$ cat src/rtl/wptr_full_ctrl.sv
// Write-domain pointer and flag controller for an asynchronous FIFO.
// Produces the memory write address, the exported Gray write pointer, and the full, almost-full, fill and sticky overflow flags.
module wptr_full_ctrl #(
    parameter int ADDRSIZE    = 4,
    parameter int AFULL_LEVEL = 12,
    parameter int SYNC_STAGES = 2
) (
    input  logic                wclk,
    input  logic                wrst_n,
    input  logic                winc,
    input  logic [ADDRSIZE:0]   rptr,
    input  logic                wovf_clr,
    output logic [ADDRSIZE-1:0] waddr,
    output logic [ADDRSIZE:0]   wptr,
    output logic                wfull,
    output logic                walmost_full,
    output logic [ADDRSIZE:0]   wfill,
    output logic                woverflow
);

    localparam logic [ADDRSIZE:0] AFULL_CMP = (ADDRSIZE+1)'(AFULL_LEVEL);

    logic [ADDRSIZE:0] r_wbin;
    logic [ADDRSIZE:0] r_wptr;
    logic [ADDRSIZE:0] r_wfill;
    logic [ADDRSIZE:0] r_sync [SYNC_STAGES];
    logic              r_wfull;
    logic              r_walmost_full;
    logic              r_woverflow;

    logic              w_push;
    logic [ADDRSIZE:0] w_wbinnext;
    logic [ADDRSIZE:0] w_wgraynext;
    logic [ADDRSIZE:0] w_wq_rptr;
    logic [ADDRSIZE:0] w_rbin_s;
    logic [ADDRSIZE:0] w_fullcmp;
    logic [ADDRSIZE:0] w_diff;

    assign w_push      = winc & ~r_wfull;
    assign w_wbinnext  = r_wbin + {{ADDRSIZE{1'b0}}, w_push};
    assign w_wgraynext = (w_wbinnext >> 1) ^ w_wbinnext;
    assign w_wq_rptr   = r_sync[SYNC_STAGES-1];
    assign w_fullcmp   = {~w_wq_rptr[ADDRSIZE:ADDRSIZE-1], w_wq_rptr[ADDRSIZE-2:0]};
    assign w_diff      = w_wbinnext - w_rbin_s;

    // Gray-to-binary: each binary bit is the XOR of all Gray bits at or above it.
    always_comb begin
        w_rbin_s = '0;
        for (int i = 0; i <= ADDRSIZE; i++) begin
            w_rbin_s[i] = ^(w_wq_rptr >> i);
        end
    end

    always_ff @(posedge wclk) begin
        if (!wrst_n) begin
            r_wbin         <= '0;
            r_wptr         <= '0;
            r_wfill        <= '0;
            r_wfull        <= 1'b0;
            r_walmost_full <= 1'b0;
            r_woverflow    <= 1'b0;
            for (int i = 0; i < SYNC_STAGES; i++) begin
                r_sync[i] <= '0;
            end
        end else begin
            r_wbin         <= w_wbinnext;
            r_wptr         <= w_wgraynext;
            r_wfill        <= w_diff;
            r_wfull        <= (w_wgraynext == w_fullcmp);
            r_walmost_full <= (w_diff >= AFULL_CMP);
            // A dropped write in the same cycle as a clear keeps the flag set.
            if (winc && r_wfull) begin
                r_woverflow <= 1'b1;
            end else if (wovf_clr) begin
                r_woverflow <= 1'b0;
            end
            r_sync[0] <= rptr;
            for (int i = 1; i < SYNC_STAGES; i++) begin
                r_sync[i] <= r_sync[i-1];
            end
        end
    end

    assign waddr        = r_wbin[ADDRSIZE-1:0];
    assign wptr         = r_wptr;
    assign wfull        = r_wfull;
    assign walmost_full = r_walmost_full;
    assign wfill        = r_wfill;
    assign woverflow    = r_woverflow;

endmodule

$ cat config.mk
export PLATFORM = sky130hd
export DESIGN_NAME = wptr_full_ctrl
export DESIGN_NICKNAME = d
export VERILOG_FILES = /design/src/rtl/wptr_full_ctrl.sv
export SDC_FILE = /design/constraint.sdc
export NUM_CORES = 1
export LEC_CHECK = 0
export ABC_AREA = 1
export BUFFER_PORTS_ARGS = -buffer_cell sky130_fd_sc_hd__buf_2
export CAP_MARGIN = 20
export CORE_MARGIN = 2
export CORE_UTILIZATION = 45
export CTS_CLUSTER_DIAMETER = 100
export CTS_CLUSTER_SIZE = 8
export DETAILED_ROUTE_END_ITERATION = 8
export GPL_ROUTABILITY_DRIVEN = 0
export PLACE_DENSITY = 0.75
export REMOVE_ABC_BUFFERS = 1
export SYNTH_ARGS = -nofsm -noshare
export SYNTH_HDL_FRONTEND = slang
export SYNTH_SLANG_ARGS = --single-unit
$ cat constraint.sdc
create_clock -name wclk -period 2.05 [get_ports wclk]
set_input_delay 0.1025 -clock wclk [delete_from_list [all_inputs] [get_ports wclk]]
set_output_delay 0.1025 -clock wclk [all_outputs]
set_load 0.005 [all_outputs]
==> results.cfg, run 1 <==
[global_route]
use_met2 = 0.266
grt_util_met1 = 0.158
grt_pass1_vias = 956
use_met3 = 0.0253
busiest_layer = met2
antenna_found_initial = 0
grt_max_degree = 18
grt_pass1_wl_mm = 3.59
grt_overflow_total = 0
grtUsageTotal = 0.141

[hold_path]
whs_endpoint = woverflow
min-delay-start = wovf_clr
hp-class = in -> reg
min_path_cells = 4

[floorplan]
coreArea_um2 = 2540
die_area_um2 = 3170
die_w_um = 56.3
initial_utilization = 0.484
die_h_um = 56.3
pin_count = 26
rows = 18

[synth]
yosys.area_share.simple = 0.277
synth_top_cell_area_share = 0.439
synth_cells = 164
synthTopCellsByCount = 46 x nand2_1, 32 x inv_1, 27 x dfxtp_1, 12 x nor2_1, 10 x nand3_1
synth_fa_ha_area_frac = 0.0609
synth_edf_count = 0
synth_top_area_cell = dfxtp_1
netlist_area_um2 = 1230
synthArstFlopShare = 0
seq_area_frac_synth = 0.439
synth.avg_cell_area_um2 = 7.51
ys_types = 19
muxShareOfSynthArea = 0
ys_ff_latch = 27
synth_xor_area_frac = 0.0904
synth.most_common_cell = nand2_1
synth_compound_area_frac = 0.0162
synth_top_family_by_area = simple AND/OR/NAND/NOR gates
ys_warn_count = 0
yosys-top-cells-area = dfxtp_1 44%, nand2_1 14%, inv_1 9.7%
synth_ff_type = dfxtp_1

[clocking]
numCtsBuffers = 3
cts-root-buf = clkbuf_4
worst_skew_pair.late_latency_ps = 320
cts_sinks = 27
path_clk_slew_ps = 150
clock_tree.buffer_depth = 2
cts_tree = built
htreeDepth = 1

[layout]
fill_cells = 237
fin_util = 0.635
drive_gt1_frac = 0.300
syn2layout_area_growth_pct = 31.1
design_area_um2 = 1620
finalNetCount = 219
seqCellArea_um2 = 544
multiInputGateArea_um2 = 626
antenna_cells = 0

[placement]
portBuffers = 25
dp_hpwl_mm = 1.62
place_area_um2 = 1410

[routing]
dr.pass1.iters = 4
wl_mm = 2.43
ant_nets = 0
routedWlPerCell_um = 10.4
route.vias.total = 1051
drc = 0
drtIter0Drc = 21
via_per_inst = 4.51

[sta]
relSlewSlack = 0.772
fin_skew_ps = 6.39
setup_viol = 0
final_max_slew_viol_count = 0
tightest_slew_ps = 342
hold_violations = 0
max_freq_ghz = 0.508
hold_ws_ps = 8.97
tns_ps = 0
min_period_over_period = 0.960
finalCriticalPeriod_ps = 1970

[worst_setup_path]
reg2reg_from = wfull
end_kind = flop
cp_max_fo = 3
worstSetupPathType = reg -> reg
critPathLaunchType = flop
reg2reg_depth = 16
reg2reg_slack_ps = 80
cp.arrival_ps = 2200
critPathRequiredTime_ps = 2280
r2r_end = walmost_full

[job]
cap_violations = 0

[power]
power_mw = 1.10
powerDensity_nw_per_um2 = 681
p_leak_nw = 0.895
ir_drop_uv = 559

[run_status]
status = finished clean
==> through the flow <==
| stage | std cells | setup WS (ps) |
|---|---|---|
| 6_report | 233 | 82.5 |
| 4_1_cts | 228 | 20.5 |
| 5_1_grt | 233 | -50.9 |
| 2_1_floorplan | 161 | 120 |
| 3_5_place_dp | 219 | -88.9 |
| 3_3_place_gp | 219 | 53.2 |
==> timing repair <==
action | 4_1_cts | 5_1_grt
hold endpoints to repair | 5 | 0
hold buffers | 5 | 0
gates resized for setup | 4 | 13
setup buffers | 0 | 5
setup endpoints to repair | 2 | 4
pin swaps | 0 | 8
==> worst max-delay path: stages, from the launching register on <==
cell and delay [ps]:
dfxtp_2 360, nor2_2 80, ha_2 200, ha_4 140
inv_1 40, nand2_1 50, and2_4 160, inv_4 50
ha_4 290, buf_12 100, nand3_2 60, nand2_1 80
inv_2 40, nand2_1 50, nand2_1 60, nand4_1 70
nand2_1 50
==> area by class of cell <==
cell class	instances	area share
Multi-Input combinational cell	99	0.387
Sequential cell	27	0.337
Timing Repair Buffer	38	0.153
Inverter	35	0.0829
Tap cell	30	0.0232
Clock buffer	4	0.0163
==> sequential cells by signal (all words and copies together), names as in the netlist <==
signal,count
r_wbin,5
wptr,4
walmost_full,1
r_sync,10
wfill,5
woverflow,1
wfull,1
==> logic make-up after synthesis <==
kind of cell / count (synthesis)
simple gates: 78
buf+inv: 38
flops: 27
xor+xnor: 11
fa+ha+maj: 6
compound gates: 4
==> power breakdown <==
group,switching (mW),total [mW],internal (mW)
sequential,0.0154,0.583,0.568
combinational,0.151,0.286,0.136
clock,0.154,0.230,0.0761
total,0.320,1.10,0.780
==> layout by cell type (no fill, tap or decap), types with 3 or more instances in the layout <==
cell type      count
dlygate4sd3_1      5
dfxtp_2            3
nand3_1            9
nand2_2            3
nand2_1           46
buf_4              7
ha_4               3
xor2_1             6
dfxtp_1           24
inv_1             31
buf_2             25
a21oi_1            3
clkbuf_4           3
nor2_1            11
inv_2              3
==> metal layers <==
metal,wire (µm),up-vias
met5,0,-
met4,48,0
met3,85,7
met2,1280,29
met1,1020,458
li1,-,557
==> worst max path at each step <==
stage | slack, ps | endpoint | start | depth (start not counted)
floorplan | 120 | walmost_full | wfull | 14
global placement | 50 | walmost_full | wfull | 14
detailed placement | -90 | walmost_full | wfull | 15
CTS | 20 | walmost_full | wfull | 15
global route | -50 | walmost_full | r_sync[0][9] | 15
finish | 80 | walmost_full | wfull | 16
No activity file was read; power rests on OpenSTA's default activity.
==> run 2, diff against run 1 <==
CELL_PAD_IN_SITES_DETAIL_PLACEMENT = 0   (was not set)
CELL_PAD_IN_SITES_GLOBAL_PLACEMENT = 1   (was not set)
CORE_UTILIZATION = 38   (was 45)
PLACE_DENSITY = 0.84   (was 0.75)
==> results.cfg, run 2 (synthesis results as in run 1) <==
[routing]
drc = 0
routedWlPerCell_um = 9.87
via_per_inst = 4.26
dr.pass1.iters = 3
wl_mm = 2.51
route.vias.total = 1082
ant_nets = 0
drtIter0Drc = 18

[layout]
fin_util = 0.552
layout_commonest_cell = nand2_1
fin_cells = 254
fill_cells = 314
drive_gt1_frac = 0.371
largest_reg_flops = 10
seqCellArea_um2 = 547
mostFrequentLayoutCells = 45 x nand2_1, 27 x inv_1, 25 x buf_2
antenna_cells = 0
multiInputGateArea_um2 = 641
finalNetCount = 226
syn2layout_area_growth_pct = 37.8
regMostFlops = r_sync

[run_status]
status = finished clean

[clocking]
cts_sinks = 27
cts_tree = built
htreeDepth = 1
clock_tree.buffer_depth = 2
worst_skew_pair.late_latency_ps = 320
path_clk_slew_ps = 140
numCtsBuffers = 3
cts-root-buf = clkbuf_4

[power]
p_leak_nw = 0.934
ir_drop_uv = 304
powerDensity_nw_per_um2 = 659

[sta]
worst_slack_ps = 80.1
relSlewSlack = 0.742
tightest_slew_ps = 386
hold_violations = 0
setup_viol = 0
max_freq_ghz = 0.508
final_max_slew_viol_count = 0
hold_ws_ps = 16.7
finalCriticalPeriod_ps = 1970
fin_skew_ps = 7.76
tns_ps = 0
rsz0062_at_grt = true
min_period_over_period = 0.961

[worst_setup_path]
critPathLaunchType = flop
end_kind = flop
critPathRequiredTime_ps = 2280
cp_max_fo = 3
reg2reg_from = wfull
cp.arrival_ps = 2200
critPathCapture = walmost_full
r2r_end = walmost_full
reg2reg_depth = 16
reg2reg_slack_ps = 80
startpoint = wfull
worstSetupPathType = reg -> reg

[floorplan]
pin_count = 26
rows = 20
coreArea_um2 = 3080
die_w_um = 61.0
die_area_um2 = 3710
initial_utilization = 0.400
die_h_um = 61.0

[global_route]
grt_overflow_total = 0
grtUsageTotal = 0.138
grt_pass1_vias = 965
grt_max_degree = 18
grt_pass1_wl_mm = 3.80
antenna_found_initial = 0

[placement]
portBuffers = 25
preCtsSetupSlack_ps = -37.0
dp_hpwl_mm = 1.68
place_inst = 235

[job]
cap_violations = 0

[hold_path]
hp-class = in -> reg
run 2: cell count changes in the layout (fill, tap and decap cells not counted), moves of 2 or more:
cell | previous run | this run
buf_4 | 7 | 13
inv_1 | 31 | 27
inv_2 | 3 | 7
ha_2 | 1 | 3
nand3_1 | 9 | 7
nand3_2 | 2 | 4
run 2: metal layers:
metal / up-vias / routed length (µm) / GRT usage
li1: 573 / - / -
met1: 483 / 1080 / 0.155
met2: 22 / 1310 / 0.255
met3: 4 / 87 / 0.0277
met4: 0 / 24 / 0.0559
met5: - / 0 / 0
run 2: where the power goes:
| group | total (mW) | leakage (nW) | switching (mW) | internal, mW |
|---|---|---|---|---|
| combinational | 0.309 | 0.692 | 0.161 | 0.148 |
| sequential | 0.582 | 0.224 | 0.0151 | 0.567 |
| clock | 0.228 | 0.0177 | 0.154 | 0.0731 |
run 2: area by class of cell:
class	instances	share of cell area
flip-flops and latches	27	0.322
clock buffers	3	0.0133
repair buffers	45	0.173
clock inverters	1	0.00295
multi-input cells	99	0.377
inverters	35	0.0789
well taps	44	0.0324
run 2: through the flow:
step / total power [mW] / instance area (µm²)
floorplan: 0.749 / 1220
global placement: 0.828 / 1440
detailed placement: 0.833 / 1440
CTS: 1.08 / 1550
global route: 1.21 / 1700
finish: 1.12 / 1700
run 2: worst max-delay path, cell delays in order (launching register included):
cell and delay [ps]:
dfxtp_2 350, nor2_2 80, ha_2 210, ha_4 150, inv_2 30, nand2_1 50
and2_4 160, inv_4 40, ha_4 270, buf_6 100, nand3_1 80, nand2_1 90
inv_2 40, nand2_1 50, nand2_1 60, nand4_1 70, nand2_1 50
run 2: worst min-delay path by stage:
stage,from,to,slack (ps),depth (start not counted)
CTS,winc,woverflow,7,3
detailed placement,rptr[0],r_sync[0][0],290,3
floorplan,wrst_n,r_sync[0][0],200,2
global route,wovf_clr,woverflow,0.7,4
global placement,rptr[2],r_sync[0][2],280,3
finish,wovf_clr,woverflow,20,4
run 2: repair_timing:
action	4_1_cts	5_1_grt
hold buffers	5	1
gates resized for setup	6	23
buffers inserted	0	9
setup endpoints to repair	3	4
pin swaps	0	10
endpoints found under the hold margin	5	1
